`src/rtl/alu_pkg.sv`:
```
// alu_pkg: shared definitions for the ALU and its two-requester arbiter.
//   - ALU opcode constants (primary names plus the alternate ADD encodings)
//   - is_legal_cop(): true for every opcode the ALU defines a result for
//   - state_t: arbiter FSM state encoding
package alu_pkg;

  localparam logic [3:0] COP_ZERO  = 4'b0000;
  localparam logic [3:0] COP_ADD   = 4'b0001;
  localparam logic [3:0] COP_SUB   = 4'b0010;
  localparam logic [3:0] COP_MOVB  = 4'b0011;
  localparam logic [3:0] COP_EQ    = 4'b0100;
  // Alternate encodings that also perform A+B.
  localparam logic [3:0] COP_ADD_6 = 4'b0110;
  localparam logic [3:0] COP_ADD_7 = 4'b0111;
  localparam logic [3:0] COP_ADD_E = 4'b1110;
  localparam logic [3:0] COP_ADD_F = 4'b1111;

  typedef enum logic [1:0] {
    IDLE = 2'd0,
    EXEC = 2'd1,
    RESP = 2'd2
  } state_t;

  function automatic logic is_legal_cop(input logic [3:0] cop);
    case (cop)
      COP_ZERO, COP_ADD, COP_SUB, COP_MOVB, COP_EQ,
      COP_ADD_6, COP_ADD_7, COP_ADD_E, COP_ADD_F: is_legal_cop = 1'b1;
      default:                                    is_legal_cop = 1'b0;
    endcase
  endfunction

endpackage

```
`src/rtl/alu.sv`:
```
// alu: purely combinational ALU shared by the arbiter.
// Ports:
//   a, b    in  INPUT_WIDTH  operands
//   cop     in  4            opcode (see alu_pkg)
//   result  out INPUT_WIDTH+1  result; top bit is carry (add) / borrow (sub)
// Undefined opcodes yield X (don't-care for synthesis).
module alu
  import alu_pkg::*;
#(
  parameter int INPUT_WIDTH = 16
) (
  input  logic [INPUT_WIDTH-1:0] a,
  input  logic [INPUT_WIDTH-1:0] b,
  input  logic [3:0]             cop,
  output logic [INPUT_WIDTH:0]   result
);

  always_comb begin
    result = '0;
    case (cop)
      COP_ZERO: result = '0;
      COP_ADD, COP_ADD_6, COP_ADD_7, COP_ADD_E, COP_ADD_F:
        result = {1'b0, a} + {1'b0, b};
      // Zero-extended subtraction leaves the borrow in the top bit.
      COP_SUB:  result = {1'b0, a} - {1'b0, b};
      COP_MOVB: result = {1'b0, b};
      COP_EQ:   result = {{INPUT_WIDTH{1'b0}}, (a == b)};
      default:  result = 'x;
    endcase
  end

endmodule

```
`src/rtl/alu_arbiter.sv`:
```
// alu_arbiter: shares one ALU between two requesters with round-robin
// arbitration and a single operation in flight (IDLE -> EXEC -> RESP).
// Optional feature macro: ALU_COP_CHECK_EN (illegal opcodes are blocked from
// the ALU and reported on rsp_err; without it rsp_err does not exist).
// Ports:
//   clk, rst_n                  clock, asynchronous active-low reset
//   reqN_valid/ready/a/b/cop    request channels (ready is combinational)
//   rspN_valid/ready            response channels
//   rsp_result, rsp_ovf         registered result and carry/borrow, shared
//   rsp_err                     illegal-opcode flag (ALU_COP_CHECK_EN only)
module alu_arbiter
  import alu_pkg::*;
#(
  parameter int DATA_WIDTH = 16
) (
  input  logic                  clk,
  input  logic                  rst_n,
  input  logic                  req0_valid,
  output logic                  req0_ready,
  input  logic [DATA_WIDTH-1:0] req0_a,
  input  logic [DATA_WIDTH-1:0] req0_b,
  input  logic [3:0]            req0_cop,
  input  logic                  req1_valid,
  output logic                  req1_ready,
  input  logic [DATA_WIDTH-1:0] req1_a,
  input  logic [DATA_WIDTH-1:0] req1_b,
  input  logic [3:0]            req1_cop,
  output logic                  rsp0_valid,
  input  logic                  rsp0_ready,
  output logic                  rsp1_valid,
  input  logic                  rsp1_ready,
  output logic [DATA_WIDTH-1:0] rsp_result,
  output logic                  rsp_ovf
`ifdef ALU_COP_CHECK_EN
  ,
  output logic                  rsp_err
`endif
);

  state_t                state;
  logic                  last_grant;  // id of the most recently accepted requester
  logic [DATA_WIDTH-1:0] op_a;
  logic [DATA_WIDTH-1:0] op_b;
  logic [3:0]            op_cop;
  logic                  op_id;
  logic [3:0]            alu_cop;
  logic [DATA_WIDTH:0]   alu_result;
  logic                  grant0;
  logic                  grant1;
  logic                  rsp_done;

  // Round robin: a lone requester always wins; on a conflict the one not
  // granted last goes first. last_grant resets to 1 so req0 wins first.
  assign grant0 = req0_valid && (!req1_valid || last_grant);
  assign grant1 = req1_valid && (!req0_valid || !last_grant);

  // rst_n gating keeps ready low while reset is held, even though the
  // state already reads IDLE.
  assign req0_ready = rst_n && (state == IDLE) && grant0;
  assign req1_ready = rst_n && (state == IDLE) && grant1;

  assign rsp_done = op_id ? rsp1_ready : rsp0_ready;

`ifdef ALU_COP_CHECK_EN
  logic cop_legal;
  assign cop_legal = is_legal_cop(op_cop);
  // Illegal opcodes never reach the ALU, so its output is always defined.
  assign alu_cop   = cop_legal ? op_cop : COP_ZERO;
`else
  assign alu_cop   = op_cop;
`endif

  alu #(
    .INPUT_WIDTH(DATA_WIDTH)
  ) u_alu (
    .a      (op_a),
    .b      (op_b),
    .cop    (alu_cop),
    .result (alu_result)
  );

  always_ff @(posedge clk or negedge rst_n) begin
    if (!rst_n) begin
      state      <= IDLE;
      last_grant <= 1'b1;
      op_a       <= '0;
      op_b       <= '0;
      op_cop     <= '0;
      op_id      <= 1'b0;
      rsp_result <= '0;
      rsp_ovf    <= 1'b0;
      rsp0_valid <= 1'b0;
      rsp1_valid <= 1'b0;
`ifdef ALU_COP_CHECK_EN
      rsp_err    <= 1'b0;
`endif
    end else begin
      case (state)
        IDLE: begin
          if (req0_ready || req1_ready) begin
            op_a       <= req1_ready ? req1_a   : req0_a;
            op_b       <= req1_ready ? req1_b   : req0_b;
            op_cop     <= req1_ready ? req1_cop : req0_cop;
            op_id      <= req1_ready;
            last_grant <= req1_ready;
            state      <= EXEC;
          end
        end
        EXEC: begin
`ifdef ALU_COP_CHECK_EN
          rsp_result <= cop_legal ? alu_result[DATA_WIDTH-1:0] : '0;
          rsp_ovf    <= cop_legal ? alu_result[DATA_WIDTH] : 1'b0;
          rsp_err    <= !cop_legal;
`else
          rsp_result <= alu_result[DATA_WIDTH-1:0];
          rsp_ovf    <= alu_result[DATA_WIDTH];
`endif
          rsp0_valid <= !op_id;
          rsp1_valid <= op_id;
          state      <= RESP;
        end
        RESP: begin
          // Result registers are left untouched here so they hold steady
          // for the whole stall.
          if (rsp_done) begin
            rsp0_valid <= 1'b0;
            rsp1_valid <= 1'b0;
            state      <= IDLE;
          end
        end
        default: begin
          rsp0_valid <= 1'b0;
          rsp1_valid <= 1'b0;
          state      <= IDLE;
        end
      endcase
    end
  end

endmodule

```
`config.mk`:
```
export PLATFORM = sky130hd
export DESIGN_NAME = alu_arbiter
export DESIGN_NICKNAME = d
export VERILOG_FILES = /design/src/rtl/alu_pkg.sv /design/src/rtl/alu.sv /design/src/rtl/alu_arbiter.sv
export SDC_FILE = /design/constraint.sdc
export NUM_CORES = 1
export LEC_CHECK = 0
export ABC_CLOCK_PERIOD_IN_PS = 2200
export BUFFER_PORTS_ARGS = -buffer_cell sky130_fd_sc_hd__buf_4
export CORE_UTILIZATION = 40
export DETAILED_ROUTE_END_ITERATION = 6
export GPL_ROUTABILITY_DRIVEN = 0
export PLACE_DENSITY = 0.75
export SLEW_MARGIN = 20
export SYNTH_ARGS = -nofsm -noshare
export SYNTH_HDL_FRONTEND = slang
export SYNTH_SLANG_ARGS = --single-unit
```
`constraint.sdc`:
```
create_clock -name clk -period 2.2 [get_ports clk]
set_input_delay 0.11 -clock clk [delete_from_list [all_inputs] [get_ports clk]]
set_output_delay 0.11 -clock clk [all_outputs]
set_load 0.005 [all_outputs]
```
# Word-level counts from Yosys, hierarchy flattened
# Index checks and enable logic that the tools add are counted.
# op_classes
n_addsub,2
eq_ne,13
muxes,11
bitwise,1
reduce_logical,18
# op_table
operator,n
one-hot mux 17 bit (5 select lines),1
two-way mux 16 bit,2
adder 16 x 16 -> 17 bit,1
subtractor 16 x 16 -> 17 bit,1
== test 16 bit,1
== test 4 x 3 -> 1 bit (second input constant),3
== test 4 x 2 -> 1 bit (second input constant),2
== test 4 bit (second input constant),2
one-hot mux 1 bit (3 select lines),2
one-hot mux 2 bit (3 select lines),1
AND reduction 2 bit,3
logical AND 1 bit,5
OR reduction 5 bit,1
== test 4 x 1 -> 1 bit (second input constant),1
logical NOT 1 bit,4
logical NOT 4 bit,1
two-way mux 2 bit,2
two-way mux 4 bit,1
logical OR 1 bit,3
== test 2 x 1 -> 1 bit (second input constant),1
== test 2 bit (second input constant),1
logical NOT 2 bit,1
two-way mux 1 bit,2
inequality test 2 x 1 -> 1 bit (second input constant),1
2 further kinds,2
# totals
reg_bits,59
in_bits,78
output_inout_bits,21
wordCells,55

# Depth between registers and ports, before layout
# Gate-level depths: netlist of run 1.
# depth
depth_word,7
depth_mapped,11
mapped_depth_nobuf,11

# By module
# A second synthesis of run 1 with hierarchy kept.
# unflattened
hier_cells,541
area_unflattened_um2,4707.0
# by_module_without_submodules
module,instances,cells_per_inst,area_per_inst_um2,seq_area_each_um2
alu_arbiter,1,270,2808.9,1477.7
alu,1,271,1898.1,0.0

# Least setup slack after synthesis of run 1
# No wires, ideal clock.
# synth_path
kind,register to register
start,register op_a[0]
end,register rsp_result[14]
setup_time_ps,138
arrival_time_ps,2297
required_time_ps,2062
slack_ps,-235
stages_incl_launch_ff,12
path_buffers,0
period_less_slack_ps,2435
path_cell_list,dfrtp_1 -> inv_1 -> ha_1 -> inv_1 -> fa_1 -> a21oi_2 -> o21ai_2 -> a21o_1 -> a311oi_2 -> mux2_2 -> nand2_1 -> a41oi_1
# synth_between
elab_chain_len,2
word_cells_on_any_way,3
classes_between,add/sub: 2; mux: 1
# synth_lines
item,line_no,text
"start, declared",alu_arbiter.sv:42,logic [DATA_WIDTH-1:0] op_a;
"start signal, assigned",alu_arbiter.sv:101,op_a <= req1_ready ? req1_a : req0_a;
subtractor 16 x 16 -> 17 bit / adder 16 x 16 -> 17 bit (equally long branches),"alu.sv:25, alu.sv:23",
one-hot mux 17 bit (5 select lines) (*),alu.sv:20,case (cop)
"end signal, assigned",alu_arbiter.sv:115,rsp_result <= alu_result[DATA_WIDTH-1:0];
"end, declared",alu_arbiter.sv:32,"output logic [DATA_WIDTH-1:0] rsp_result,"
# Mark *: on every way between the ends. The rest lies on a longest branch, timed or not.
# A chain may end at the register's enable or synchronous reset.

# Worst setup path in the final report of run 1
# layout_path
start,register op_b[0]
end,register rsp_result[12]
# layout_between
elab_chain_len,2
word_cells_on_any_way,3
classes_between,add/sub: 2; mux: 1
# layout_lines
item,line_no,text
"start, declared",alu_arbiter.sv:43,logic [DATA_WIDTH-1:0] op_b;
"start signal, assigned",alu_arbiter.sv:102,op_b <= req1_ready ? req1_b : req0_b;
subtractor 16 x 16 -> 17 bit / adder 16 x 16 -> 17 bit (equally long branches),"alu.sv:25, alu.sv:23",
one-hot mux 17 bit (5 select lines) (*),alu.sv:20,
# Marked as above.

==> flow_summary.rst, run 1 <==
.. list-table::
   :header-rows: 1

   * - Metric
     - Value
   * - Congestion Overflow GR
     - 0
   * - Setup violators final
     - 13
   * - TritonCTS sink count
     - 59
   * - Register bit count reported by yosys
     - 59
   * - Dominant combinational cell family by area after synthesis
     - compound AO/OA/AOI/OAI gates
   * - Slew at the pin closest to its max-slew limit
     - 0.742 ns
   * - Overall routed net length
     - 15,300 um
   * - Count of maximum capacitance violations
     - 0
   * - Sequential group share of total power
     - about 16%
   * - Relative contribution of the clock network to total power
     - 7.7%
   * - Result of the run
     - finished, violations left
   * - Maximum ir drop on the vdd rail
     - 0.000745 V
   * - Post-placement cell area
     - 0.00584 mm^2
   * - CP startpoint
     - op_b[0]
   * - Switch share
     - 47.3%
   * - Arithmetic-cell share of the synthesized area counting full adders, half adders and majority gates
     - between 10% and 20%
   * - Static Leakage
     - 3.08 nW
   * - Count of final max-slew check failures
     - 0
   * - TritonCTS clock tree
     - built
   * - Number of remaining DRC errors
     - 0
   * - Die height
     - 107 um
   * - CP Data Required Time
     - roughly 2.4 ns
   * - Layout overhead on the synthesized area
     - 47.2%
   * - Worst slew margin relative to its limit
     - 50.5%
   * - Starting density of the core
     - 42.0%
   * - Simple-Gate Fraction of Synth Area
     - 20.5%
   * - Maximum number of buffers from clock root to sink
     - 2
   * - Final critical path time including I/O delays and setup
     - 2.46 ns
   * - Post-route clock skew
     - 0.0134 ns
   * - Die width
     - about 110 um
   * - GRT Resource Usage Total
     - about a quarter
   * - Mux contribution to synthesized area
     - 0.708%
   * - Post-layout instance count excluding filler cells
     - 872
   * - Number of iterations in the first detailed-routing pass
     - 6
   * - Post-route setup slack
     - -0.258 ns
   * - Area of the core region
     - 0.0105 mm^2
   * - Number of antenna cells inserted
     - 0
   * - Via count normalized by instance count
     - roughly 5.8
   * - Wire length of the first global-routing pass
     - 23,600 um
   * - Buffer type at the clock tree root
     - sky130_fd_sc_hd__clkbuf_8
   * - Number of buffer cells added on primary ports
     - slightly below 100
   * - Number of design-rule violations left by the first detailed-router iteration
     - 451
   * - Fraction of synthesized cell area in xor and xnor cells
     - 2.38%
   * - Share of synthesized area occupied by flip-flops and latches
     - 33.5%
   * - DIE AREA
     - 0.0115 mm^2
   * - Path type of the worst min-delay path
     - input port to register
   * - Worst flop-to-flop path startpoint
     - op_b[0]
   * - Sort of element at the start of the critical path
     - register
   * - Nets@finish
     - 844
   * - Yosys synthesis warning count
     - 0
   * - RSZ-0062 raised after global routing
     - yes
   * - Gate Count Post-Synth
     - 557
   * - Worst Path Class, Setup
     - register to register
   * - Clock transition at the registers of the reported paths
     - 0.07 ns
   * - Sw power
     - between 0.006 and 0.007 W
   * - Design internal power
     - just under 0.007 W
   * - Number of enable flip-flop cells after synthesis
     - 0
   * - Hold violation total from the final report
     - 0
   * - Vias in the first global route
     - 4,830
   * - Placed instance count
     - 841
   * - Power density of the placed cells
     - ~2000 mW/mm^2
   * - Largest net degree at the start of global routing
     - 60
   * - Async set or reset register ratio after synthesis
     - 100%
   * - Total number of vias
     - 5,053
   * - Mean area per synthesized cell
     - 7.93 um^2
   * - Drt wl/cell
     - 17.6 um
   * - Violated checks
     - negative setup slack
   * - Fin crit share
     - 112%
   * - Combinational power share
     - 76.0%
   * - Critical Path End Type
     - register
   * - Endpoint of the lowest-slack register-to-register path
     - rsp_result[12]
   * - Worst-skew pair later-pin latency
     - 0.36 ns
   * - Number of cell rows
     - 37
   * - Net Count, Synth
     - 670
   * - Maximum clock rate
     - 407 MHz
   * - Count of antenna-violating nets left after detailed routing
     - 0
   * - Primary FF master, synth
     - sky130_fd_sc_hd__dfrtp_1
   * - Share of final-layout standard cells stronger than drive strength 1
     - 37.9%
   * - I/O pin total
     - 99
   * - Initial antenna violation count
     - 0
   * - Cell area after technology mapping
     - 0.00442 mm^2
   * - Number of cells on the worst reg-to-reg path
     - 11
   * - Compound-Gate Fraction of Synth Area
     - around a quarter
   * - Slack of the worst reg-to-reg path
     - -0.26 ns
   * - HPWL after detailed placement
     - 10,600 um
   * - Post-route design area
     - 0.00650 mm^2
   * - Largest fanout on the critical path
     - 4
   * - Arr. time, crit path
     - 2.67 ns
   * - Critical path capture point
     - rsp_result[12]
   * - Number of clock buffers inserted by TritonCTS
     - 9
   * - Yosys cell types
     - 67
   * - H-Tree Depth
     - 3
## synthesized netlist by cell type, types with 8 or more instances
library cell               instances  share of area [%]
sky130_fd_sc_hd__o21ai_0          22                2.5
sky130_fd_sc_hd__dfrtp_1          58                 33
sky130_fd_sc_hd__xnor2_1          12                2.4
sky130_fd_sc_hd__ha_1             33                9.4
sky130_fd_sc_hd__inv_1            36                3.1
sky130_fd_sc_hd__clkbuf_1         25                2.1
sky130_fd_sc_hd__nand2_1         106                9.0
sky130_fd_sc_hd__a21oi_1          30                3.4
sky130_fd_sc_hd__a31oi_1          42                6.0
sky130_fd_sc_hd__nand2b_1          8                1.1
sky130_fd_sc_hd__nor2_1           60                5.1
## what timing repair did
item / in CTS / in global routing
buffers inserted: 5 / 7
resized for setup: 42 / 35
setup endpoints to repair: 12 / 14
pin swaps: 24 / 14
endpoints found under the hold margin: 60 / 0
hold buffers: 3 / 0
## cells in the final DEF (no fill, tap or decap), types with 4 or more instances in the layout
master,count
sky130_fd_sc_hd__nor2b_1,5
sky130_fd_sc_hd__a31oi_1,41
sky130_fd_sc_hd__ha_4,6
sky130_fd_sc_hd__a221o_1,4
sky130_fd_sc_hd__clkbuf_8,10
sky130_fd_sc_hd__o21ai_0,15
sky130_fd_sc_hd__a21oi_4,5
sky130_fd_sc_hd__o21bai_1,7
sky130_fd_sc_hd__a22oi_1,6
sky130_fd_sc_hd__a21oi_1,24
sky130_fd_sc_hd__nor4_1,4
sky130_fd_sc_hd__a21o_1,7
sky130_fd_sc_hd__dfrtp_1,55
sky130_fd_sc_hd__inv_2,6
sky130_fd_sc_hd__buf_6,6
sky130_fd_sc_hd__nand2_1,103
sky130_fd_sc_hd__ha_1,23
sky130_fd_sc_hd__inv_1,30
sky130_fd_sc_hd__nor2_1,59
sky130_fd_sc_hd__xnor2_1,12
sky130_fd_sc_hd__nand2b_1,7
sky130_fd_sc_hd__buf_4,187
sky130_fd_sc_hd__ha_2,4
sky130_fd_sc_hd__o21ai_1,8
sky130_fd_sc_hd__nand3_1,6
sky130_fd_sc_hd__a211oi_1,4
## kinds of logic (layout without fill, tap and decap cells)
| family | count (synthesis) | count (layout) |
|---|---|---|
| buf+inv | 70 | 249 |
| xor+xnor | 12 | 12 |
| flops | 59 | 59 |
| mux | 3 | 3 |
| fa+ha+maj | 35 | 35 |
| simple gates | 210 | 210 |
| compound gates | 168 | 168 |
## layout make-up
cell class	count	area (um^2)
Clock buffer	11	141
Clock inverter	5	52.6
Fill cell	845	4010
Inverter	36	135
Multi-Input combinational cell	428	3000
Sequential cell	59	1480
Tap cell	136	170
Timing Repair Buffer	197	1520
## stage by stage
stage | TNS (ns) | hold WS [ns] | worst slack (ns) | utilization (%) | total power, W
floorplan | -0.364 | -0.186 | -0.125 | - | 0.00682
global placement | -1.27 | 0.304 | -0.200 | 55.6 | 0.00980
detailed placement | -1.93 | 0.324 | -0.280 | 55.6 | 0.0100
CTS | -0.903 | 0.00397 | -0.195 | 59.7 | 0.0118
global route | -3.33 | 0.0145 | -0.399 | 61.8 | 0.0138
finish | -1.79 | 0.0112 | -0.258 | 61.8 | 0.0130
## worst min path at each step
stage | from | end | depth (start not counted)
3_3_place_gp | rst_n | state[0] | 2
4_1_cts | req0_a[13] | op_a[13] | 3
6_report | req0_a[11] | op_a[11] | 3
3_5_place_dp | rst_n | rsp0_valid | 2
2_1_floorplan | rst_n | alu_cop[0] | 0
5_1_grt | req1_a[7] | op_a[7] | 3
## registers in the layout (all words and copies together), names as in the netlist
name / count
rsp_result: 16
op_a: 16
alu_cop: 4
rsp0_valid: 1
last_grant: 1
rsp1_valid: 1
rsp_ovf: 1
state: 2
op_id: 1
op_b: 16
## per-layer routing
layer | track usage, % | part of all wire [%] | vias to the layer above
li1 | - | - | 2321
met1 | 35.2 | 42 | 2362
met2 | 41.1 | 45 | 305
met3 | 4.86 | 8.5 | 65
met4 | 11.9 | 4.4 | 0
met5 | 0 | 0 | -
## power groups by stage
stage | clock network (W) | registers, W | logic, W
final | 0.00101 | 0.00212 | 0.00991
after global routing | 0.00106 | 0.00218 | 0.0106
after CTS | 0.00101 | 0.00207 | 0.00872
after detailed placement | 0 | 0.00207 | 0.00797
after global placement | 0 | 0.00204 | 0.00777
after floorplan | 0 | 0.00197 | 0.00485
## worst max-delay path, stage by stage, from the launching register on
cell	delay, ns
sky130_fd_sc_hd__dfrtp_2	0.44
sky130_fd_sc_hd__ha_2	0.20
sky130_fd_sc_hd__inv_2	0.05
sky130_fd_sc_hd__fa_2	0.22
sky130_fd_sc_hd__o21bai_1	0.10
sky130_fd_sc_hd__o211ai_1	0.30
sky130_fd_sc_hd__a2bb2oi_2	0.12
sky130_fd_sc_hd__a221oi_2	0.32
sky130_fd_sc_hd__buf_4	0.19
sky130_fd_sc_hd__xnor2_1	0.07
sky130_fd_sc_hd__a222oi_1	0.22
sky130_fd_sc_hd__o21ai_1	0.09
Power figures use the tool's default switching activity.
==> inputs of run 2 (changes only) <==
- BUFFER_PORTS_ARGS: -buffer_cell sky130_fd_sc_hd__buf_4 -> not set
- DONT_BUFFER_PORTS: not set -> 1
- PLACE_DENSITY: 0.75 -> 0.67
==> run 2 against run 1 <==
Against the previous run:
- the flow still finishes with violations (negative setup slack)
- final cell count is 3.9% lower
- critical path depth is 1 higher
- fmax is 3.0% lower
- sequential power hardly changed
- global-route usage is 0.57 points higher
- total power is 0.71% lower
- count of clock-buffer cells in the layout is 4 higher
- clock power is 5% higher
- via count is 3.6% lower
- utilization is 0.095 points lower
- largest cell class unchanged
==> flow_summary.rst, run 2 (synthesis results as in run 1) <==
.. list-table::
   :header-rows: 1

   * - Metric
     - Value
   * - Result of the run
     - finished, violations left
   * - Violated checks
     - negative setup slack
   * - Count of maximum capacitance violations
     - 0
   * - Nets@finish
     - 810
   * - Maximum number of buffers from clock root to sink
     - 2
   * - Vias in the first global route
     - roughly 4,900
   * - Path type of the worst min-delay path
     - input port to register
   * - TritonCTS clock tree
     - built
   * - Starting density of the core
     - between 40% and 50%
   * - Power density of the placed cells
     - ~2000 mW/mm^2
   * - Count of antenna-violating nets left after detailed routing
     - 0
   * - Hold Worst Slack
     - approximately 0.12 ns
   * - Count of final max-slew check failures
     - 0
   * - Number of clock buffers inserted by TritonCTS
     - 9
   * - Number of buffer cells added on primary ports
     - 0
   * - Most common cell after layout, fill and taps aside
     - sky130_fd_sc_hd__nand2_1
   * - Via count normalized by instance count
     - 5.81
   * - DIE AREA
     - 0.0115 mm^2
   * - Most used cells in the layout excluding fill and tap cells
     - sky130_fd_sc_hd__nand2_1 (104), sky130_fd_sc_hd__buf_4 (86), sky130_fd_sc_hd__dlygate4sd3_1 (74)
   * - H-Tree Depth
     - 3
   * - Biggest regs
     - op_a (16), op_b (16), rsp_result (16)
   * - Final critical path time including I/O delays and setup
     - about 2.5 ns
   * - Drt wl/cell
     - 18.6 um
   * - Total Power Consumption
     - 0.0129 W
   * - RSZ-0062 raised after global routing
     - yes
   * - Die width
     - 107 um
   * - Buffer type at the clock tree root
     - sky130_fd_sc_hd__clkbuf_8
   * - Number of iterations in the first detailed-routing pass
     - 5
   * - Worst slew margin relative to its limit
     - 63.4%
   * - Post-placement cell area
     - about 0.0050 mm^2
   * - Post-route design area
     - 0.00649 mm^2
   * - Clock transition at the registers of the reported paths
     - 0.06 ns
   * - Overall routed net length
     - 15,600 um
   * - Number of design-rule violations left by the first detailed-router iteration
     - roughly 360
   * - Number of cell rows
     - 37
   * - Largest fanout on the critical path
     - 3
   * - Worst-skew pair later-pin latency
     - ~0.35 ns
   * - Layout overhead on the synthesized area
     - 46.9%
   * - Setup violators final
     - 9
   * - Die height
     - ~110 um
   * - Fin Setup TNS
     - -1.53 ns
   * - Maximum ir drop on the vdd rail
     - about 0.00077 V
   * - Number of antenna cells inserted
     - 0
   * - HPWL after detailed placement
     - 10,200 um
   * - Post-route clock skew
     - approximately 0.0077 ns
   * - Area of the core region
     - 0.0105 mm^2
   * - Hold violation total from the final report
     - 0
   * - TritonCTS sink count
     - 59
   * - Largest net degree at the start of global routing
     - 60
   * - Share of final-layout standard cells stronger than drive strength 1
     - between 20% and 30%
   * - Total number of vias
     - a little under 5,000
   * - CP Data Required Time
     - 2.49 ns
   * - Core occupancy in the finished layout
     - 61.7%
   * - Final-layout fill cell count
     - 790
   * - Number of remaining DRC errors
     - 0
   * - Fin crit share
     - 115%
   * - Worst Path Class, Setup
     - register to register
   * - I/O pin total
     - 99
   * - Sort of element at the start of the critical path
     - register
   * - Critical Path End Type
     - register
   * - Post-route setup slack
     - -0.334 ns
   * - Slew at the pin closest to its max-slew limit
     - about 0.55 ns
   * - Maximum clock rate
     - 395 MHz
   * - GRT Resource Usage Total
     - 26.9%
   * - Static Leakage
     - roughly 2.9 nW
   * - Congestion Overflow GR
     - 0
   * - Arr. time, crit path
     - 2.82 ns
   * - Initial antenna violation count
     - 0
   * - Wire length of the first global-routing pass
     - around 24,000 um
-- run 2: changes by cell type in the layout (fill, tap and decap cells not counted), moves of 2 or more --
cell                            previous run  this run
sky130_fd_sc_hd__a21oi_1                  24        21
sky130_fd_sc_hd__a21oi_2                   3         7
sky130_fd_sc_hd__buf_4                   187        86
sky130_fd_sc_hd__buf_6                     6         2
sky130_fd_sc_hd__clkbuf_1                  1         3
sky130_fd_sc_hd__clkbuf_8                 10        12
sky130_fd_sc_hd__clkinv_2                  3         0
sky130_fd_sc_hd__dfrtp_1                  55        58
sky130_fd_sc_hd__dfrtp_2                   3         0
sky130_fd_sc_hd__dlygate4sd3_1             3        74
sky130_fd_sc_hd__inv_1                    30        32
sky130_fd_sc_hd__inv_2                     6         4
-- run 2: worst max-delay path, stage by stage (launching register included) --
cell,delay (ns)
sky130_fd_sc_hd__dfrtp_1,0.41
sky130_fd_sc_hd__inv_2,0.09
sky130_fd_sc_hd__ha_4,0.13
sky130_fd_sc_hd__inv_2,0.04
sky130_fd_sc_hd__fa_2,0.37
sky130_fd_sc_hd__a21oi_2,0.18
sky130_fd_sc_hd__o21ai_2,0.06
sky130_fd_sc_hd__a21o_1,0.20
sky130_fd_sc_hd__a311oi_4,0.28
sky130_fd_sc_hd__buf_4,0.19
sky130_fd_sc_hd__o21ai_2,0.05
sky130_fd_sc_hd__a2111o_1,0.41
sky130_fd_sc_hd__nand2_1,0.07
-- run 2: what timing repair did --
item	in CTS	in global routing
buffers inserted	8	8
hold buffers	75	0
resized for setup	37	45
setup endpoints to repair	11	22
hold endpoints to repair	96	0
pin swaps	17	25
-- run 2: worst paths after layout --
check | start | end | slack, ns | depth (start not counted)
max | op_a[0] | rsp_ovf | -0.33 | 12
max in group asynchronous | rst_n | last_grant | 1.62 | 2
min | req1_valid | state[0] | 0.12 | 3
max reg2reg | op_a[0] | rsp_ovf | -0.33 | 12
min in group asynchronous | rst_n | rsp1_valid | 0.28 | 2
min reg2reg | last_grant | last_grant | 0.46 | 2
-- run 2: layout make-up --
class / count / area [um^2] / share of cell area [%]
well taps: 136 / 170 / 2.62
multi-input cells: 428 / 3060 / 47.2
clock inverters: 1 / 30.0 / 0.463
clock buffers: 15 / 176 / 2.72
flip-flops and latches: 59 / 1480 / 22.8
inverters: 36 / 135 / 2.08
repair buffers: 163 / 1440 / 22.1
-- run 2: through the flow --
stage	instances	worst slack [ns]
6_report	838	-0.334
5_1_grt	838	-0.432
4_1_cts	832	-0.242
3_5_place_dp	733	-0.316
3_3_place_gp	733	-0.215
2_1_floorplan	557	-0.125
-- run 2: per-layer routing --
metal / share of wire [%] / up-vias / GRT usage, %
met5: 0 / - / 0
met4: 4.0 / 0 / 13.8
met3: 7.8 / 47 / 5.84
met2: 48 / 258 / 44.0
met1: 41 / 2322 / 33.2
li1: - / 2242 / -
-- run 2: power by group --
group | internal, W | total, W | switching (W)
clock | 0.000618 | 0.00106 | 0.000441
sequential | 0.00160 | 0.00212 | 0.000523
combinational | 0.00457 | 0.00976 | 0.00519
total | 0.00679 | 0.0129 | 0.00615
==> inputs of run 3 (changes only) <==
--- a/config.mk
+++ b/config.mk
@@ -13,2 +13,3 @@
 export PLACE_DENSITY = 0.67
+export SKIP_CTS_REPAIR_TIMING = 1
 export SLEW_MARGIN = 20
==> constraint.sdc (replaced) <==
create_clock -name clk -period 2.2 [get_ports clk]
set_input_delay 0 -clock clk [delete_from_list [all_inputs] [get_ports clk]]
set_output_delay 0 -clock clk [all_outputs]
set_load 0.005 [all_outputs]
==> run 3 against run 2 <==
Against the previous run:
- the flow finishes with violations (negative hold slack, negative setup slack)
- critical path depth unchanged
- highest routed layer unchanged
- cell area decreased by 0.71%
- largest cell class unchanged
- count of clock-buffer cells in the layout unchanged
- via count increased by 2.0%
- worst setup slack improved by 0.012 ns
- combinational power decreased by 3.8%
- largest power group unchanged
- flip-flop and latch count unchanged
- first-iteration DRC count increased by 29%
- utilization decreased by 0.44 points
- wire length increased by 0.99%
- sequential power about the same
==> flow_summary.rst, run 3 (synthesis results as in run 1) <==
.. list-table::
   :header-rows: 1

   * - Metric
     - Value
   * - Number of iterations in the first detailed-routing pass
     - 5
   * - Worst-skew pair later-pin latency
     - 0.35 ns
   * - Layout overhead on the synthesized area
     - 45.9%
   * - M1 GR Usage
     - between 30% and 40%
   * - Number of cells on the worst reg-to-reg path
     - 12
   * - Count of antenna-violating nets left after detailed routing
     - 0
   * - Largest net degree at the start of global routing
     - 61
   * - Path type of the worst min-delay path
     - input port to register
   * - Cell-by-cell listing of the critical path
     - inv_2 -> ha_4 -> inv_2 -> fa_2 -> a21oi_2 -> o21ai_2 -> a21o_1 -> a311oi_4 -> buf_4 -> mux2_4 -> nand2_2 -> a41oi_2
   * - Maximum number of buffers from clock root to sink
     - 2
   * - Biggest regs
     - op_a (16), op_b (16), rsp_result (16)
   * - Congestion Overflow GR
     - 0
   * - Die height
     - approximately 110 um
   * - Post-route design area
     - 0.00644 mm^2
   * - TritonCTS clock tree
     - built
   * - Via count normalized by instance count
     - 5.95
   * - Number of clock buffers inserted by TritonCTS
     - 9
   * - Count of final max-slew check failures
     - 0
   * - H-Tree Depth
     - 3
   * - Most common cell on crit path
     - sky130_fd_sc_hd__inv_2
   * - Die width
     - 107 um
   * - Final-layout fill cell count
     - 827
   * - Total number of vias
     - slightly below 5,000
   * - Initial antenna violation count
     - 0
   * - Number of design-rule violations left by the first detailed-router iteration
     - approximately 470
   * - Vias in the first global route
     - 4,349
   * - Most common cell after layout, fill and taps aside
     - sky130_fd_sc_hd__nand2_1
   * - Post-route setup slack
     - -0.322 ns
   * - Setup violators final
     - 9
   * - CP startpoint
     - op_a[0]
   * - Critical path capture point
     - rsp_result[14]
   * - Arr. time, crit path
     - between 2 and 3 ns
   * - TritonCTS sink count
     - 59
   * - Share of final-layout standard cells stronger than drive strength 1
     - 24.3%
   * - GR peak layer
     - met2
   * - Core occupancy in the finished layout
     - between 60% and 70%
   * - Multi-input logic area
     - 0.00304 mm^2
   * - Clock transition at the registers of the reported paths
     - 0.07 ns
   * - Number of buffer cells added on primary ports
     - 0
   * - Sort of element at the start of the critical path
     - register
   * - Worst flop-to-flop path startpoint
     - op_a[0]
   * - Global routing usage on met2
     - 36.1%
   * - Most used cells in the layout excluding fill and tap cells
     - sky130_fd_sc_hd__nand2_1 (104), sky130_fd_sc_hd__buf_4 (83), sky130_fd_sc_hd__dlygate4sd3_1 (74)
   * - Register cell area after layout
     - ~0.0015 mm^2
   * - Number of cell rows
     - 37
   * - GR Util met3
     - 4.38%
   * - RSZ-0062 raised after global routing
     - yes
   * - Critical Path End Type
     - register
   * - Nets@finish
     - 807
   * - Power density of the placed cells
     - between 1500 and 2000 mW/mm^2
   * - CP Data Required Time
     - 2.42 ns
   * - Violated checks
     - negative hold slack, negative setup slack
   * - Maximum clock rate
     - 396 MHz
   * - Result of the run
     - finished, violations left
   * - Slack of the worst reg-to-reg path
     - -0.32 ns
   * - Worst Path Class, Setup
     - register to register
   * - Static Leakage
     - around 2.9 nW
   * - HPWL after detailed placement
     - 10,200 um
   * - Overall routed net length
     - 15,800 um
   * - Buf/Inv on CP
     - 3
   * - Cell family contributing the most delay on the critical path
     - compound AO/OA/AOI/OAI gates
   * - Final critical path time including I/O delays and setup
     - 2.52 ns
   * - Endpoint of the lowest-slack register-to-register path
     - rsp_result[14]
   * - Buffer type at the clock tree root
     - sky130_fd_sc_hd__clkbuf_8
   * - Largest fanout on the critical path
     - 3
   * - Count of maximum capacitance violations
     - 0
   * - Drt wl/cell
     - 18.9 um
   * - Wire length of the first global-routing pass
     - 21,200 um
   * - Number of antenna cells inserted
     - 0
   * - Post-placement cell area
     - 0.00501 mm^2
   * - Area of the core region
     - 0.0105 mm^2
   * - DIE AREA
     - between 0.01 and 0.015 mm^2
   * - Worst slew margin relative to its limit
     - 63.5%
   * - I/O pin total
     - 99
   * - Hold Worst Slack
     - -0.0150 ns
   * - Slew at the pin closest to its max-slew limit
     - around 0.55 ns
   * - Number of remaining DRC errors
     - 0
   * - Maximum ir drop on the vdd rail
     - 0.000766 V
   * - Hold violation total from the final report
     - 1
   * - Biggest cell delay along the critical path
     - around 0.41 ns
   * - Levels on crit path
     - 12
   * - Crit-path slowest cell
     - sky130_fd_sc_hd__dfrtp_1
   * - Post-route clock skew
     - 0.0102 ns
   * - Fin crit share
     - 115%
   * - GRT Resource Usage Total
     - between 20% and 30%
   * - Starting density of the core
     - 42.0%
## run 3: cell count changes in the layout (fill, tap and decap cells not counted), sizes merged
cell,before,now
buf,89,86
## run 3: power breakdown
group / switching, W / internal [W]
registers: 0.000551 / 0.00160
logic: 0.00499 / 0.00440
clock network: 0.000440 / 0.000618
total: 0.00598 / 0.00661
## run 3: layer usage
layer	up-vias	wire length, um
li1	2245	-
met4	0	937
met2	271	7340
met3	74	1230
met1	2378	6270
met5	-	0
## run 3: how the worst min path moves through the flow
stage	from	endpoint	slack [ns]	cells past startpoint
after floorplan	rst_n	alu_cop[0]	-0.30	0
after CTS	rst_n	rsp_result[1]	-0.67	0
after global routing	rsp0_ready	state[1]	0.01	4
final	rsp0_ready	state[1]	-0.02	4
after global placement	rst_n	op_b[7]	-0.29	0
after detailed placement	rst_n	op_b[7]	-0.29	0
## run 3: metrics by stage
| stage | TNS (ns) | power [W] | worst slack, ns | cells | hold WS, ns |
|---|---|---|---|---|---|
| 2_1_floorplan | -0.364 | 0.00682 | -0.125 | 557 | -0.296 |
| 3_3_place_gp | -1.27 | 0.00931 | -0.215 | 733 | -0.293 |
| 3_5_place_dp | -1.90 | 0.00950 | -0.316 | 733 | -0.293 |
| 4_1_cts | -2.03 | 0.0106 | -0.334 | 749 | -0.671 |
| 5_1_grt | -2.89 | 0.0133 | -0.408 | 835 | 0.0110 |
| 6_report | -1.52 | 0.0126 | -0.322 | 835 | -0.0150 |
## run 3: final cells by class
type	instances	share of cell area (%)
Multi-Input combinational cell	428	47.2
Sequential cell	59	22.9
Timing Repair Buffer	160	22.0
Clock buffer	15	2.74
Tap cell	136	2.64
Inverter	36	2.10
Clock inverter	1	0.466
## run 3: worst register-to-register path: stages (launching register included)
cell and delay (ns):
sky130_fd_sc_hd__dfrtp_1 0.41, sky130_fd_sc_hd__inv_2 0.09, sky130_fd_sc_hd__ha_4 0.13, sky130_fd_sc_hd__inv_2 0.03, sky130_fd_sc_hd__fa_2 0.39, sky130_fd_sc_hd__a21oi_2 0.18, sky130_fd_sc_hd__o21ai_2 0.06, sky130_fd_sc_hd__a21o_1 0.20
sky130_fd_sc_hd__a311oi_4 0.26, sky130_fd_sc_hd__buf_4 0.18, sky130_fd_sc_hd__mux2_4 0.29, sky130_fd_sc_hd__nand2_2 0.08, sky130_fd_sc_hd__a41oi_2 0.08
